**config.mk**
```make
export PLATFORM = sky130hd
export DESIGN_NAME = producer_fsm
export DESIGN_NICKNAME = d
export VERILOG_FILES = /design/src/rtl/producer_pkg.sv /design/src/rtl/word_fifo.sv /design/src/rtl/producer_fsm.sv
export SDC_FILE = /design/constraint.sdc
export NUM_CORES = 1
export LEC_CHECK = 0
export ABC_CLOCK_PERIOD_IN_PS = 3950
export BUFFER_PORTS_ARGS = -buffer_cell sky130_fd_sc_hd__buf_2
export CORE_UTILIZATION = 61
export CTS_CLUSTER_SIZE = 10
export DETAILED_ROUTE_END_ITERATION = 6
export PLACE_DENSITY = 0.81
export SKIP_CTS_REPAIR_TIMING = 1
export SYNTH_ARGS = -nofsm -noshare
export SYNTH_HDL_FRONTEND = slang
export SYNTH_SLANG_ARGS = --single-unit
```
**constraint.sdc**
```tcl
create_clock -name clk -period 3.95 [get_ports clk]
set_input_delay 0 -clock clk [delete_from_list [all_inputs] [get_ports clk]]
set_output_delay 0 -clock clk [all_outputs]
set_load 0.1 [all_outputs]
```
**src/rtl/producer_pkg.sv**
```systemverilog
`default_nettype none
// ============================================================================
//  Module      : producer_pkg
//  Description : Shared widths and the handshake state encoding used by the
//                producer_fsm block and its word FIFO.
//  Revision    : 1.0 - initial release
// ============================================================================
package producer_pkg;

    localparam int DATA_W = 16;  // width of a transmitted word
    localparam int CNT_W  = 8;   // width of sent_count and the timeout counter

    // Four-phase handshake states.
    typedef enum logic [1:0] {
        IDLE    = 2'd0,
        REQ     = 2'd1,
        RELEASE = 2'd2
    } state_t;

endpackage : producer_pkg
`default_nettype wire

```
**src/rtl/word_fifo.sv**
```systemverilog
`default_nettype none
// ============================================================================
//  Module      : word_fifo
//  Description : Synchronous single-clock FIFO of DEPTH words.
//                A push while full is dropped; a pop while empty is ignored.
//                full is a function of the stored count only, so a push in
//                the same cycle as a pop from a full FIFO is still dropped.
//  Ports       : clk, rst        - clock, synchronous active-high reset
//                push, push_data - write request and word
//                pop             - advance the read pointer
//                pop_data        - head word (valid when !empty)
//                full, empty     - occupancy flags
//  Revision    : 1.0 - initial release
// ============================================================================
module word_fifo
    import producer_pkg::*;
#(
    parameter int DEPTH = 4,
    parameter int WIDTH = DATA_W
) (
    input  logic             clk,
    input  logic             rst,
    input  logic             push,
    input  logic [WIDTH-1:0] push_data,
    input  logic             pop,
    output logic [WIDTH-1:0] pop_data,
    output logic             full,
    output logic             empty
);

    localparam int              c_AW    = $clog2(DEPTH);
    localparam logic [c_AW:0]   c_DEPTH = (c_AW + 1)'(DEPTH);

    logic [WIDTH-1:0] r_mem [DEPTH];
    logic [c_AW-1:0]  r_wr_ptr;
    logic [c_AW-1:0]  r_rd_ptr;
    logic [c_AW:0]    r_count;
    logic             w_push;
    logic             w_pop;

    assign full   = (r_count == c_DEPTH);
    assign empty  = (r_count == '0);
    assign w_push = push && !full;
    assign w_pop  = pop && !empty;

    // Head word is read combinationally; the consumer registers it.
    assign pop_data = r_mem[r_rd_ptr];

    // Storage carries no reset: contents are don't-care while empty.
    always_ff @(posedge clk) begin
        if (w_push) begin
            r_mem[r_wr_ptr] <= push_data;
        end
    end

    // DEPTH is a power of two, so pointers wrap by natural overflow.
    always_ff @(posedge clk) begin
        if (rst) begin
            r_wr_ptr <= '0;
            r_rd_ptr <= '0;
            r_count  <= '0;
        end else begin
            if (w_push) begin
                r_wr_ptr <= r_wr_ptr + 1'b1;
            end
            if (w_pop) begin
                r_rd_ptr <= r_rd_ptr + 1'b1;
            end
            case ({w_push, w_pop})
                2'b10:   r_count <= r_count + 1'b1;
                2'b01:   r_count <= r_count - 1'b1;
                default: r_count <= r_count;
            endcase
        end
    end

endmodule : word_fifo
`default_nettype wire

```
**src/rtl/producer_fsm.sv**
```systemverilog
`default_nettype none
// ============================================================================
//  Module      : producer_fsm
//  Description : Word producer driving a four-phase send/inack handshake
//                from a DEPTH-word FIFO. Counts completed handshakes.
//                Optional REQ timeout enabled by macro PRODUCER_TIMEOUT_EN;
//                without it REQ waits forever and timeout_err is tied low.
//  Ports       : clk, rst         - clock, synchronous active-high reset
//                wr_en, wr_data   - FIFO write
//                full             - FIFO holds DEPTH words
//                send, data       - registered request and word to peripheral
//                inack            - peripheral acknowledge
//                busy             - FSM not idle or FIFO not empty
//                sent_count       - completed handshakes, modulo 256
//                timeout_err      - sticky handshake-timeout flag
//  Revision    : 1.0 - initial release
// ============================================================================
module producer_fsm
    import producer_pkg::*;
#(
    parameter int DEPTH          = 4,
    parameter int TIMEOUT_CYCLES = 255
) (
    input  logic              clk,
    input  logic              rst,
    input  logic              wr_en,
    input  logic [DATA_W-1:0] wr_data,
    output logic              full,
    output logic              send,
    output logic [DATA_W-1:0] data,
    input  logic              inack,
    output logic              busy,
    output logic [CNT_W-1:0]  sent_count,
    output logic              timeout_err
);

    localparam logic [CNT_W-1:0] c_TIMEOUT = CNT_W'(TIMEOUT_CYCLES);

    state_t             r_state;
    state_t             w_state_nxt;
    logic [DATA_W-1:0]  r_data;
    logic               r_send;
    logic [CNT_W-1:0]   r_sent_count;
    logic               w_fifo_full;
    logic               w_fifo_empty;
    logic [DATA_W-1:0]  w_head;
    logic               w_pop;
    logic               w_send_nxt;
    logic               w_ack_done;
    logic               w_timeout;

    // ------------------------------------------------------------------
    // Send FIFO
    // ------------------------------------------------------------------
    word_fifo #(
        .DEPTH (DEPTH),
        .WIDTH (DATA_W)
    ) u_fifo (
        .clk       (clk),
        .rst       (rst),
        .push      (wr_en),
        .push_data (wr_data),
        .pop       (w_pop),
        .pop_data  (w_head),
        .full      (w_fifo_full),
        .empty     (w_fifo_empty)
    );

    // ------------------------------------------------------------------
    // Optional REQ timeout
    // ------------------------------------------------------------------
`ifdef PRODUCER_TIMEOUT_EN
    logic [CNT_W-1:0] r_to_cnt;
    logic             r_timeout_err;

    // r_to_cnt holds k during the k-th cycle spent in REQ, so the edge that
    // ends the TIMEOUT_CYCLES-th cycle is the one that abandons the word.
    assign w_timeout = (r_state == REQ) && !inack && (r_to_cnt == c_TIMEOUT);

    always_ff @(posedge clk) begin
        if (rst) begin
            r_to_cnt      <= '0;
            r_timeout_err <= 1'b0;
        end else begin
            if (w_pop) begin
                r_to_cnt <= CNT_W'(1);
            end else if (r_state == REQ && w_state_nxt == REQ) begin
                r_to_cnt <= r_to_cnt + 1'b1;
            end else begin
                r_to_cnt <= '0;
            end
            if (w_timeout) begin
                r_timeout_err <= 1'b1;
            end
        end
    end

    assign timeout_err = r_timeout_err;
`else
    logic w_unused_timeout;

    assign w_timeout        = 1'b0;
    assign timeout_err      = 1'b0;
    assign w_unused_timeout = ^c_TIMEOUT;
`endif

    // ------------------------------------------------------------------
    // FSM: state register (plus registered outputs)
    // ------------------------------------------------------------------
    always_ff @(posedge clk) begin
        if (rst) begin
            r_state      <= IDLE;
            r_send       <= 1'b0;
            r_data       <= '0;
            r_sent_count <= '0;
        end else begin
            r_state <= w_state_nxt;
            r_send  <= w_send_nxt;
            if (w_pop) begin
                r_data <= w_head;
            end
            if (w_ack_done) begin
                r_sent_count <= r_sent_count + 1'b1;
            end
        end
    end

    // ------------------------------------------------------------------
    // FSM: next-state logic
    // ------------------------------------------------------------------
    always_comb begin
        w_state_nxt = r_state;
        case (r_state)
            IDLE: begin
                // inack is deliberately ignored here.
                if (!w_fifo_empty) begin
                    w_state_nxt = REQ;
                end
            end
            REQ: begin
                // An ack arriving on the timeout edge takes precedence.
                if (inack) begin
                    w_state_nxt = RELEASE;
                end else if (w_timeout) begin
                    w_state_nxt = IDLE;
                end
            end
            RELEASE: begin
                if (!inack) begin
                    w_state_nxt = IDLE;
                end
            end
            default: w_state_nxt = IDLE;
        endcase
    end

    // ------------------------------------------------------------------
    // FSM: output / control decode
    // ------------------------------------------------------------------
    always_comb begin
        w_pop      = (r_state == IDLE) && !w_fifo_empty;
        w_ack_done = (r_state == RELEASE) && !inack;
        // send is exactly "the next state is REQ", registered.
        w_send_nxt = (w_state_nxt == REQ);
    end

    assign full       = w_fifo_full;
    assign send       = r_send;
    assign data       = r_data;
    assign sent_count = r_sent_count;
    assign busy       = (r_state != IDLE) || !w_fifo_empty;

endmodule : producer_fsm
`default_nettype wire

```
# --- Yosys cells after proc, flatten, opt, wreduce, memory -nomap -nowiden ---
# Memory sizes are Yosys's and may differ from the RTL's. A register that Yosys moved wholly into a read port is not among the register bits.
# Index checks and enable logic that the tools add are counted.
word_totals:
  regBits: 18
  latch_bits: 0
  ramBits: 64
  mem_bits_ro: 0
  inputBits: 20
  out_inout_bits: 28
  elab_cells: 37
  memories: 1
op_classes:
  add_sub_neg: 5
  multipliers: 0
  div: 0
  n_lt_le_gt_ge: 0
  eq_ne: 6
  shifts: 0
  mux: 7
  bitwise_logic: 0
  reduce_logical: 12
memory_table:
  columns: ["name", "words", "width", "rd", "rd_ports_with_merged_regs", "wr", "line_no", "source"]
  rows:
  - ["u_fifo.r_mem", 4, 16, 1, 1, 1, "word_fifo.sv:34", "logic [WIDTH-1:0] r_mem [DEPTH];"]
ops:
  columns: ["op", "count"]
  rows:
  - ["$add A8 B1 Y8 const B", 1]
  - ["$eq A2 B1 Y1 const B", 3]
  - ["$mux W2", 3]
  - ["$pmux W2 S3", 1]
  - ["$pmux W3 S2", 1]
  - ["$add A2 B1 Y2 const B", 2]
  - ["$eq A2 B2 Y1 const B", 2]
  - ["$logic_and A1 B1 Y1", 4]
  - ["$reduce_bool A2 Y1", 2]
  - ["$add A3 B1 Y3 const B", 1]
  - ["$eq A3 B3 Y1 const B", 1]
  - ["$logic_not A1 Y1", 3]
  - ["$logic_not A3 Y1", 1]
  - ["$sub A3 B1 Y3 const B", 1]
  - ["$logic_not A2 Y1", 1]
  - ["$mux W1", 2]
  - ["$logic_or A1 B1 Y1", 1]

# --- Longest topological paths before layout ---
logic_depth:
  depth_word: 6
  depth_mapped: 11
  ltp_nobuf: 10

# --- Hierarchy ---
# Synthesis repeated with hierarchy kept, for this count alone.
unflattened:
  cells_unflattened: 262
  hier_area_um2: 3873.7
modules_own_cells:
  columns: ["mod", "instances", "cells_each", "area_per_inst_um2", "seq_area_each_um2"]
  rows:
  - ["word_fifo", 1, 138, 2821.5, 2102.0]
  - ["producer_fsm", 1, 124, 1052.3, 540.5]

# --- Worst setup path after synthesis ---
# OpenSTA, ideal clock, no wires.
synth_timing:
  path_type: "register to register"
  startpoint: "register u_fifo.r_count[2]"
  endpoint: "register u_fifo.r_count[2]"
  setup_time_ns: 0.071
  t_arrival_ns: 2.881
  required_ns: 3.879
  setup_slack_ns: 0.999
  path_stages_with_launch: 12
  n_path_buf: 1
  cell_sequence: "dfxtp_1 -> or3b_2 -> clkbuf_1 -> inv_1 -> nor2_1 -> inv_1 -> ha_1 -> inv_1 -> fa_1 -> xor2_1 -> or3_1 -> a21oi_1"
synth_between:
  word_cells_on_any_way: 13
synth_rtl:
  columns: ["item", "line_no", "source"]
  rows:
  - ["start: declaration", "word_fifo.sv:37", "logic [c_AW:0] r_count;"]
  - ["start signal: assignment", "word_fifo.sv:70", "2'b10: r_count <= r_count + 1'b1;"]
  - ["start signal: assignment", "word_fifo.sv:71", "2'b01: r_count <= r_count - 1'b1;"]
  - ["start signal: assignment", "word_fifo.sv:72", "default: r_count <= r_count;"]
  - ["$eq A3 B3 Y1 *", "word_fifo.sv:41", "assign full = (r_count == c_DEPTH);"]
  - ["via full", "producer_fsm.sv:28", "output logic full,"]
  - ["$logic_not A1 Y1 *", "word_fifo.sv:43", "assign w_push = push && !full;"]
  - ["$logic_and A1 B1 Y1 *", "word_fifo.sv:43", null]
  - ["$eq A2 B1 Y1 or $eq A2 B2 Y1 (tied branches)", "word_fifo.sv:69", "case ({w_push, w_pop})"]
  - ["$pmux W3 S2 or $reduce_bool A2 Y1 (tied branches)", null, null]
# The timed path passes the listed nets; every way through them passes the cells marked *.
# A chain may end at the register's enable or synchronous reset.

# --- Worst setup path after layout ---
layout_timing:
  startpoint: "register u_fifo.r_count[2]"
  endpoint: "register u_fifo.r_count[2]"
layout_between:
  elab_chain_len: 6
  word_cells_on_any_way: 13
layout_lines:
  columns: ["item", "line_no", "source"]
  rows:
  - ["$logic_not A3 Y1", "word_fifo.sv:42", "assign empty = (r_count == '0);"]
  - ["$logic_not A1 Y1", "word_fifo.sv:44, producer_fsm.sv:161", null]
  - ["$logic_and A1 B1 Y1", "producer_fsm.sv:161", "w_pop = (r_state == IDLE) && !w_fifo_empty;"]
  - ["$logic_and A1 B1 Y1", "word_fifo.sv:44", "assign w_pop = pop && !empty;"]
  - ["$eq A2 B1 Y1 or $eq A2 B2 Y1 (tied branches)", "word_fifo.sv:69", null]
  - ["$pmux W3 S2 or $reduce_bool A2 Y1 (tied branches)", null, null]
# Parallel ways exist; a longest one is shown, timed or not.

==> impl_metrics.yaml <==
outcome:
  status: "completed"
detailed_routing:
  wire_per_inst_microns: 17.1
  wirelength_mm: 6.43
  ant_nets: 0
  initialDrtViolationCount: 107
  vias: 2132
  first_pass_iters: 4
  viasPerCell: 5.67
  drc_errors: 0
die:
  num_io_pins: 48
  die_area_sq_um: 6490
  core_sq_um: 5960
  die_h_microns: 80.6
  start_util_pct: 63.3
  die_x_microns: 80.6
  rows: 28
placed_design:
  port_buffers: 46
  gp_congestion: 0.717
  dp_hpwl_mm: 4.02
  placed_cell_area_sq_um: 4030
  placed_cells: 342
logic_synthesis:
  ys_async_sr_fraction_pct: 0
  yosysSeqAreaShare_pct: 69.1
  synthesis.area_sq_um: 3770
  synthFlopType: "edfxtp_1"
  synth_area_leaders: "edfxtp_1 51%, dfxtp_1 18%, mux4_2 9.6%, a22o_1 3.7%, ha_1 2.0%"
  synth_most_common_cell: "edfxtp_1"
  yosys_register_bits: 98
  synthTopCellsByCount: "64 x edfxtp_1, 34 x dfxtp_1, 16 x a22o_1, 16 x mux4_2, 13 x a21oi_1"
  syn-num-nets: 258
  syn_avg_cell_area_sq_um: 16.3
  syn_inst: 231
  synth_top_area_cell: "edfxtp_1"
  ys.warnings.count: 0
  synth-edff-count: 64
  synth.distinct_cells: 35
  synth_top_area_share_pct: 51.0
clock_network:
  cts_made_buffers: 9
  cts_tree: "yes"
  cts_sinks: 98
  cts.path.max_buffers: 2
  clk_pin_slew_ns: 0.11
  clk_latency_ns: 0.36
  h-tree-depth: 3
  cts-root-buf: "clkbuf_8"
timing:
  final-max-slew-violation-count: 0
  whs_ns: 0.0308
  fin_setup_tns_ns: 0
  final_hold_viol_count: 0
  skew_ns: 0.0151
  post-route-min-period_ns: 2.48
  rsz0062_at_grt: "no"
  slew_headroom_pct: 42.4
  worstMarginPinSlew_ns: 0.862
  period_share_pct: 62.8
  finalSetupViolations: 0
  fmax_ghz: 0.403
grt:
  grt_pass1_vias: 2088
  antenna_found_initial: 0
  grt_usage_pct: 21.4
  grt_max_degree: 22
  grt_pass1_wl_mm: 9.77
  grt-ovfl-total: 0
setup_path:
  reg2reg_to: "u_fifo.r_count[2]"
  rrSetupSlack_ns: 1.47
  worstPathMaxFanout: 7
  endpoint_kind: "flop"
  startpoint_type: "flop"
  reg2reg_from: "u_fifo.r_count[2]"
  r2r_cells: 10
  path_class: "flop to flop"
  crit_arrival_ns: 2.76
  critPathLaunch: "u_fifo.r_count[2]"
  cp_data_required_time_ns: 4.23
  endpoint: "u_fifo.r_count[2]"
hold_path:
  hold_path_class: "primary input to flop"
  hold_path_depth: 2
layout:
  fin_cells: 376
  drive_gt1_share_pct: 28.9
  final_area_sq_um: 4430
  fill_cells: 384
  seq_area_sq_um: 2600
  utilization_pct: 74.3
  nNetsFinal: 323
  antennaDiodeCount: 0
  syn_to_final_growth_pct: 17.5
  multi_input_area_sq_um: 1050
power_and_ir_drop:
  leakagePower_nw: 1.62
  power.density_nw_per_um2: 765
  ir_drop_uv: 521
run:
  max-cap-violations: 0
[sequential cells by signal, summed over array words and instances (netlist names)]
signal,count
data,16
r_state,2
send,1
sent_count,8
u_fifo.r_count,3
u_fifo.r_mem,64
u_fifo.r_rd_ptr,2
u_fifo.r_wr_ptr,2
[through the flow]
step / setup WS (ns) / total power, mW
global route: 1.29 / 3.53
global placement: 1.60 / 2.69
detailed placement: 1.52 / 2.72
finish: 1.47 / 3.39
floorplan: 0.999 / 2.51
CTS: 1.47 / 3.40
[per-layer routing]
layer  track usage (%)  part of all wire [%]  up-vias
li1                  -                     -     1025
met1              26.4                    43     1042
met2              35.4                    51       53
met3              4.43                   3.8       12
met4              11.4                   1.8        0
met5                 0                     0        -
[kinds of logic (layout without fill, tap and decap cells)]
kind of cell               Yosys count  in the layout  share of synthesized area [%]
AOI/OAI and AO/OA                   42             42                           7.74
xor gates and xnor gates             4              4                          0.930
adders and majority gates            7              7                           2.52
buffers and inverters               22             92                           3.09
DFF                                 98             98                           69.1
muxes                               16             16                           9.57
other                                1              1                         0.0995
and+or+nand+nor                     41             41                           6.97
[critical path, cell delays in order (launching register included)]
cell     delay (ns)
dfxtp_1        0.39
or3b_2         0.54
inv_1          0.13
nor2_1         0.05
inv_1          0.06
ha_1           0.18
inv_1          0.06
fa_1           0.37
xor2_1         0.18
or3_1          0.30
a21oi_1        0.15
[where the power goes]
| part | switching, mW | internal, mW |
|---|---|---|
| Combinational | 0.971 | 0.358 |
| Clock | 0.372 | 0.312 |
| Sequential | 0.118 | 1.26 |
| Total | 1.46 | 1.93 |
[cell usage in the layout (no fill, tap or decap), types with 3 or more instances in the layout]
master,instances
buf_2,46
a22o_1,16
dfxtp_1,34
clkbuf_8,9
inv_8,3
o21ai_0,6
dlygate4sd3_1,18
edfxtp_1,64
nand2_1,5
nor2_1,9
or4_1,3
inv_1,10
and3_1,4
mux4_2,16
or3_1,4
nor3b_1,3
a21oi_1,13
o31ai_1,4
ha_1,6
nand3_1,4
[final cells by class]
cell class | count | area share (%)
multi-input cells | 111 | 23.7
inverters | 10 | 0.848
repair buffers | 66 | 9.61
flip-flops and latches | 98 | 58.8
well taps | 75 | 2.12
clock buffers | 9 | 2.80
clock inverters | 7 | 2.18
[how the worst min path moves through the flow]
stage                          start                 end  slack, ns
final                            rst                send       0.03
after global routing             rst          r_state[0]       0.04
after CTS                 wr_data[9]  u_fifo.r_mem[0][9]      -0.17
after detailed placement  wr_data[8]  u_fifo.r_mem[3][8]       0.22
after global placement    wr_data[4]  u_fifo.r_mem[2][4]       0.21
after floorplan           wr_data[0]  u_fifo.r_mem[0][0]        0.1
Power figures use the tool's default switching activity.
